===== src/rtl/ql_bank_config_loader.sv =====
// Streams bitstream words into a BL_WIDTH-bit bit-line row, then strobes one word line per row
// so each frame is shifted into a memory-bank tile's bl_in/wl_in configuration chain.
module ql_bank_config_loader #(
    parameter int BL_WIDTH  = 315,
    parameter int WL_WIDTH  = 4,
    parameter int DIN_WIDTH = 32,
    parameter int SETUP_CYC = 1,
    parameter int PULSE_CYC = 2,
    parameter int HOLD_CYC  = 1
) (
    input  logic                 prog_clk,
    input  logic                 prog_reset_n,
    input  logic                 start,
    input  logic [DIN_WIDTH-1:0] din,
    input  logic                 din_valid,
    output logic                 din_ready,
    output logic [BL_WIDTH-1:0]  bl_out,
    output logic [WL_WIDTH-1:0]  wl_out,
    output logic                 busy,
    output logic                 done
);

    localparam int WPR     = (BL_WIDTH + DIN_WIDTH - 1) / DIN_WIDTH;
    localparam int WORD_W  = (WPR > 1) ? $clog2(WPR) : 1;
    localparam int ROW_W   = (WL_WIDTH > 1) ? $clog2(WL_WIDTH) : 1;
    localparam int MAX_SP  = (SETUP_CYC > PULSE_CYC) ? SETUP_CYC : PULSE_CYC;
    localparam int MAX_CYC = (MAX_SP > HOLD_CYC) ? MAX_SP : HOLD_CYC;
    localparam int TMR_W   = (MAX_CYC > 1) ? $clog2(MAX_CYC) : 1;

    typedef enum logic [2:0] {
        S_IDLE,
        S_LOAD,
        S_SETUP,
        S_PULSE,
        S_HOLD,
        S_DONE
    } state_t;

    state_t              state_reg;
    logic [ROW_W-1:0]    row_reg;
    logic [WORD_W-1:0]   word_reg;
    logic [TMR_W-1:0]    tmr_reg;
    logic [BL_WIDTH-1:0] bl_reg;
    logic [BL_WIDTH-1:0] bl_next;
    logic [WL_WIDTH-1:0] wl_reg;
    logic                din_ready_reg;
    logic                busy_reg;
    logic                done_reg;

    logic xfer;
    logic last_word;
    logic last_row;
    logic tmr_zero;

    assign xfer      = din_valid & din_ready_reg;
    assign last_word = (word_reg == WORD_W'(WPR - 1));
    assign last_row  = (row_reg == ROW_W'(WL_WIDTH - 1));
    assign tmr_zero  = (tmr_reg == '0);

    // Each slice takes din only when its word index is being transferred; the last
    // slice is narrower, so the surplus high bits of that word simply have no home.
    for (genvar gi = 0; gi < WPR; gi++) begin : g_slice
        localparam int LO = gi * DIN_WIDTH;
        localparam int SW = ((BL_WIDTH - LO) < DIN_WIDTH) ? (BL_WIDTH - LO) : DIN_WIDTH;
        assign bl_next[LO +: SW] = (xfer && (word_reg == WORD_W'(gi))) ? din[SW-1:0]
                                                                       : bl_reg[LO +: SW];
    end

    always_ff @(posedge prog_clk or negedge prog_reset_n) begin
        if (!prog_reset_n) begin
            state_reg     <= S_IDLE;
            row_reg       <= '0;
            word_reg      <= '0;
            tmr_reg       <= '0;
            bl_reg        <= '0;
            wl_reg        <= '0;
            din_ready_reg <= 1'b0;
            busy_reg      <= 1'b0;
            done_reg      <= 1'b0;
        end else begin
            done_reg <= 1'b0;
            case (state_reg)
                S_IDLE: begin
                    if (start) begin
                        state_reg     <= S_LOAD;
                        row_reg       <= '0;
                        word_reg      <= '0;
                        busy_reg      <= 1'b1;
                        din_ready_reg <= 1'b1;
                    end
                end
                S_LOAD: begin
                    if (xfer) begin
                        bl_reg <= bl_next;
                        if (last_word) begin
                            word_reg      <= '0;
                            din_ready_reg <= 1'b0;
                            tmr_reg       <= TMR_W'(SETUP_CYC - 1);
                            state_reg     <= S_SETUP;
                        end else begin
                            word_reg <= word_reg + 1'b1;
                        end
                    end
                end
                S_SETUP: begin
                    if (tmr_zero) begin
                        wl_reg    <= WL_WIDTH'(1) << row_reg;
                        tmr_reg   <= TMR_W'(PULSE_CYC - 1);
                        state_reg <= S_PULSE;
                    end else begin
                        tmr_reg <= tmr_reg - 1'b1;
                    end
                end
                S_PULSE: begin
                    if (tmr_zero) begin
                        wl_reg    <= '0;
                        tmr_reg   <= TMR_W'(HOLD_CYC - 1);
                        state_reg <= S_HOLD;
                    end else begin
                        tmr_reg <= tmr_reg - 1'b1;
                    end
                end
                S_HOLD: begin
                    if (!tmr_zero) begin
                        tmr_reg <= tmr_reg - 1'b1;
                    end else if (last_row) begin
                        busy_reg  <= 1'b0;
                        done_reg  <= 1'b1;
                        state_reg <= S_DONE;
                    end else begin
                        row_reg       <= row_reg + 1'b1;
                        din_ready_reg <= 1'b1;
                        state_reg     <= S_LOAD;
                    end
                end
                S_DONE: begin
                    state_reg <= S_IDLE;
                end
                default: begin
                    state_reg <= S_IDLE;
                end
            endcase
        end
    end

    assign din_ready = din_ready_reg;
    assign bl_out    = bl_reg;
    assign wl_out    = wl_reg;
    assign busy      = busy_reg;
    assign done      = done_reg;

endmodule


===== config.mk =====
export PLATFORM = sky130hd
export DESIGN_NAME = ql_bank_config_loader
export DESIGN_NICKNAME = d
export VERILOG_FILES = /design/src/rtl/ql_bank_config_loader.sv
export SDC_FILE = /design/constraint.sdc
export NUM_CORES = 1
export LEC_CHECK = 0
export ABC_CLOCK_PERIOD_IN_PS = 2500
export CAP_MARGIN = 15
export CORE_MARGIN = 5
export CORE_UTILIZATION = 50
export CTS_BUF_LIST = sky130_fd_sc_hd__clkbuf_2 sky130_fd_sc_hd__clkbuf_4 sky130_fd_sc_hd__clkbuf_8
export CTS_CLUSTER_DIAMETER = 80
export CTS_CLUSTER_SIZE = 16
export DETAILED_ROUTE_END_ITERATION = 16
export PLACE_DENSITY = 0.83
export SYNTH_ARGS = -nofsm -noshare
export SYNTH_HDL_FRONTEND = slang
export SYNTH_SLANG_ARGS = --single-unit
export TNS_END_PERCENT = 20

===== constraint.sdc =====
create_clock -name prog_clk -period 2.5 [get_ports prog_clk]
set_input_delay 0.5 -clock prog_clk [delete_from_list [all_inputs] [get_ports prog_clk]]
set_output_delay 0.5 -clock prog_clk [all_outputs]
set_load 0.005 [all_outputs]

## Word level (Yosys, flattened, before mapping)

Index checks and enable logic that the tools add are counted.

- Flip-flop bits (word level): 332
- Output and inout bits: 322
- Logic and storage cells: 114

- Add/sub/neg operators: 3
- Equal/unequal tests: 22
- Shift operators: 1
- Mux-type cells: 34
- Bitwise logic cells: 1
- Reductions and logical operators: 35

Operators by type and width:

| operator | count |
|---|---|
| 3-bit AND reduction | 13 |
| 3-bit two-way mux | 7 |
| 4-bit two-way mux | 5 |
| 4-bit by 3-bit == test with 1-bit output (second input constant) | 4 |
| 2-bit != test (second input constant) | 8 |
| 4-bit one-hot mux with 2 select lines | 2 |
| 3-bit one-hot mux with 5 select lines | 1 |
| 1-bit two-way mux | 12 |
| 6-bit AND reduction | 2 |
| 1-bit logical AND | 10 |
| 4-bit by 2-bit == test with 1-bit output (second input constant) | 2 |
| 4-bit == test (second input constant) | 2 |
| 4-bit AND reduction | 2 |
| 3-bit by 2-bit == test with 1-bit output (second input constant) | 2 |
| 2-bit two-way mux | 3 |
| 1-bit one-hot mux with 3 select lines | 2 |
| 2-bit nonzero test | 3 |
| 3-bit nonzero test | 2 |
| 4-bit by 1-bit adder with 4-bit output (second input constant) | 1 |
| 4-bit by 1-bit == test with 1-bit output (second input constant) | 1 |
| 4-bit zero test | 1 |
| 2-bit one-hot mux with 2 select lines | 1 |
| 1-bit by 2-bit << shifter with 4-bit output (first input constant) | 1 |
| 3-bit by 1-bit == test with 1-bit output (second input constant) | 1 |
| other kinds (8) | 8 |

## Depth between registers and ports, before layout

- Depth after elaboration: 4
- Mapped depth: 6

## Worst setup path after synthesis

OpenSTA, ideal clock, no wires.

- Path kind: reg-to-reg
- Start point: register state_reg[1]
- End point: register bl_reg[193] (netlist: bl_out[193])
- Setup time: 125 ps
- Arrival time: 1905 ps
- Data required time: 2375 ps
- Setup slack: 470 ps
- Cell stages (with the launch flop): 7
- Buffers on the path: 3
- Period minus slack after synthesis: 2030 ps
- Path through: dfrtp_1 -> buf_6 -> or3b_1 -> buf_2 -> nor4b_4 -> buf_6 -> mux2_2

- Cells in the longest elaborated chain, start to end: 2

Ends and longest elaborated chain:

| item | RTL line | text |
|---|---|---|
| from (decl) | 39 | `state_t state_reg;` |
| from (signal assigned) | 71 | `state_reg <= S_IDLE;` |
| from (signal assigned) | 85 | `state_reg <= S_LOAD;` |
| from (signal assigned) | 99 | `state_reg <= S_SETUP;` |
| 3-bit by 1-bit == test with 1-bit output | 82 | `case (state_reg)` |
| 3-bit AND reduction (no source line) | -- |  |
| to (signal assigned) | 94 | `bl_reg <= bl_next;` |
| to (decl) | 43 | `logic [BL_WIDTH-1:0] bl_reg;` |

No other way between the ends.
A chain may end at the register's enable or synchronous reset.

## Worst setup path in the final report

- Start point: register state_reg[1]
- End point: register bl_reg[200] (netlist: bl_out[200])

The elaborated chain is that of the path after synthesis.

==> results.cfg <==
[clocking]
cts.sinks = 332
clk_pin_slew_ns = 0.10
cts_tree = yes
ctsRootBufferMaster = clkbuf_8
clk_path_buf_depth = 3
ctsHtreeMaxLevel = 1
clkLatencyLatePin_ns = 0.55
postCtsSetupBuffers = 0
ctsResizeCount = 0
holdBufCountCts = 1
cts_buffers = 24

[critical_path]
path_buf_inv = 1
crit_type = reg -> reg
path_cells = or3b_1, nor4b_4, buf_4, mux2_2
cp_data_required_time_ns = 2.93
critical_path_arrival_ns = 2.65
end_kind = register
crit_slowest_cell = or3b_1
start_kind = register
critPathMaxFanout = 17
cp_top_family = simple AND/OR/NAND/NOR gates
cpPeakStageDelay_ns = 0.57

[place]
placed_cell_area_um2 = 16800
place_hpwl_mm = 24.1
gp_congestion = 0.785
io_buffers = 357

[sta]
slew_headroom_pct = 58.3
slew_viol_final = 0
finalClockSkew_ns = 0.0155
timing.setup.tns_ns = 0
whs_ns = 0.494
final_hold_viol_count = 0
post-route-period-util_pct = 88.9
min_period_ns = 2.22
fmax_ghz = 0.450
setup_viol = 0
rsz0062_at_grt = no
worst_slew_pin_slew_ns = 0.623

[global_routing]
antenna_found_initial = 0
gr-usage-all-layers_pct = 23.1
overflow = 0
grt_max_degree = 71
grt_pass1_wl_mm = 52.3
grt_pass1_vias = 8490

[logic_synthesis]
yosysUniqueCellTypes = 47
ys_seq_elements = 332
synth_edf_count = 0
postSynthCellCount = 800
synthesis.area_um2 = 12800
seq_area_frac_synth_pct = 64.7
async_flop_share_pct = 100
syn_area_per_cell_um2 = 16.1
yosysWarnings = 0
synth_ff_type = dfrtp_1
syn_nets = 840

[layout]
syn2layout_area_growth_pct = 34.1
seq_area_um2 = 8310
multi_input_area_um2 = 4160
n_fill_cell = 1789
layout_common_cells = clkdlybuf4s50_1, dfrtp_1, mux2_2, buf_4, clkbuf_8
layout-drive-gt1-share_pct = 33.0
largest_reg_flops = 315
diodes = 0
num-nets-final = 1193
fin_area_um2 = 17200
final_common_cell = clkdlybuf4s50_1

[power]
power.density_nw_per_um2 = 479
p_leak_nw = 8.33
ir_worst_vdd_uv = 519
totalPowerFinal_w = 0.00825

[drt]
detail_route.wl_per_cell_um = 23.0
ant_nets = 0
drtIter0Drc = 427
viasPerCell = 5.40
first_pass_iters = 4
drc = 0
drt_wl_total_mm = 34.0
via_count = 8004

[hold_path]
min_path_type = reg -> reg

[die]
ioPinCount = 358
die_w_um = 170
design.die.area_um2 = 29000
core_um2 = 25300
start_util_pct = 50.9
row_count = 58
die_y_um = 170

[outcome]
status = finished clean

[job]
drv_cap = 0
-- per-stage QoR --
step | util [%] | cells | setup slack, ns
4_1_cts | 68.2 | 1483 | 0.284
2_1_floorplan | - | 800 | 0.470
5_1_grt | 68.2 | 1483 | 0.186
3_5_place_dp | 66.7 | 1456 | 0.116
6_report | 68.2 | 1483 | 0.279
3_3_place_gp | 66.7 | 1456 | 0.165
-- area by class of cell --
type                            count  share of cell area, %
Clock buffer                       25                   2.00
Clock inverter                      1                  0.174
Inverter                            7                  0.153
Multi-Input combinational cell    396                   24.2
Sequential cell                   332                   48.2
Tap cell                          330                   2.40
Timing Repair Buffer              392                   22.9
-- where the power goes --
group	total [W]	switching, W	internal [W]
Sequential	0.00537	0	0.00537
Clock	0.00262	0.00162	0.00100
Combinational	0.000267	0.000194	0.0000729
-- routing by layer --
layer	GRT usage, %	share of wire [%]	vias to the layer above
li1	-	-	3496
met2	37.4	48	293
met5	0	0	-
met1	30.1	40	4157
met3	7.27	9.1	58
met4	6.77	2.9	0
-- Yosys cell counts (2+ instances only) --
cell type,number,share of area [%]
and3_1,2,0.097
a41oi_1,2,0.14
nor4_4,2,0.33
mux2_1,5,0.44
o21ai_0,8,0.31
nor2b_1,5,0.24
o21a_1,2,0.12
nand4_1,3,0.15
ha_1,4,0.39
buf_1,27,0.79
inv_1,7,0.20
nor2_1,3,0.088
nand3_1,5,0.19
o211ai_1,2,0.12
dfrtp_1,332,65
clkbuf_1,6,0.18
nand2_1,12,0.35
a31oi_1,2,0.097
mux2_2,310,27
a21oi_1,3,0.12
buf_2,19,0.74
buf_6,13,1.1
nand4b_1,2,0.14
-- cells by family (layout without fill, tap and decap cells) --
family / count (synthesis) / count (layout) / synth area share, %
adder cells (fa/ha/maj): 4 / 4 / 0.390
multiplexers: 315 / 315 / 27.6
buffers and inverters: 72 / 425 / 3.05
AND/OR/NAND/NOR: 44 / 44 / 2.43
XOR/XNOR: 2 / 2 / 0.136
AO/OA/AOI/OAI: 31 / 31 / 1.70
flip-flops: 332 / 332 / 64.7
-- final timing paths --
| check | startpoint | to | slack (ns) | depth (start not counted) |
|---|---|---|---|---|
| min reg2reg | bl_out[166] | bl_out[166] | 0.49 | 1 |
| max reg2reg | state_reg[1] | bl_out[200] | 0.28 | 4 |
| min in group asynchronous | prog_reset_n | bl_out[122] | 0.50 | 2 |
| max | state_reg[1] | bl_out[200] | 0.28 | 4 |
| min | bl_out[166] | bl_out[166] | 0.49 | 1 |
| max in group asynchronous | prog_reset_n | bl_out[267] | 1.22 | 3 |
(Power assumes the default switching activity.)
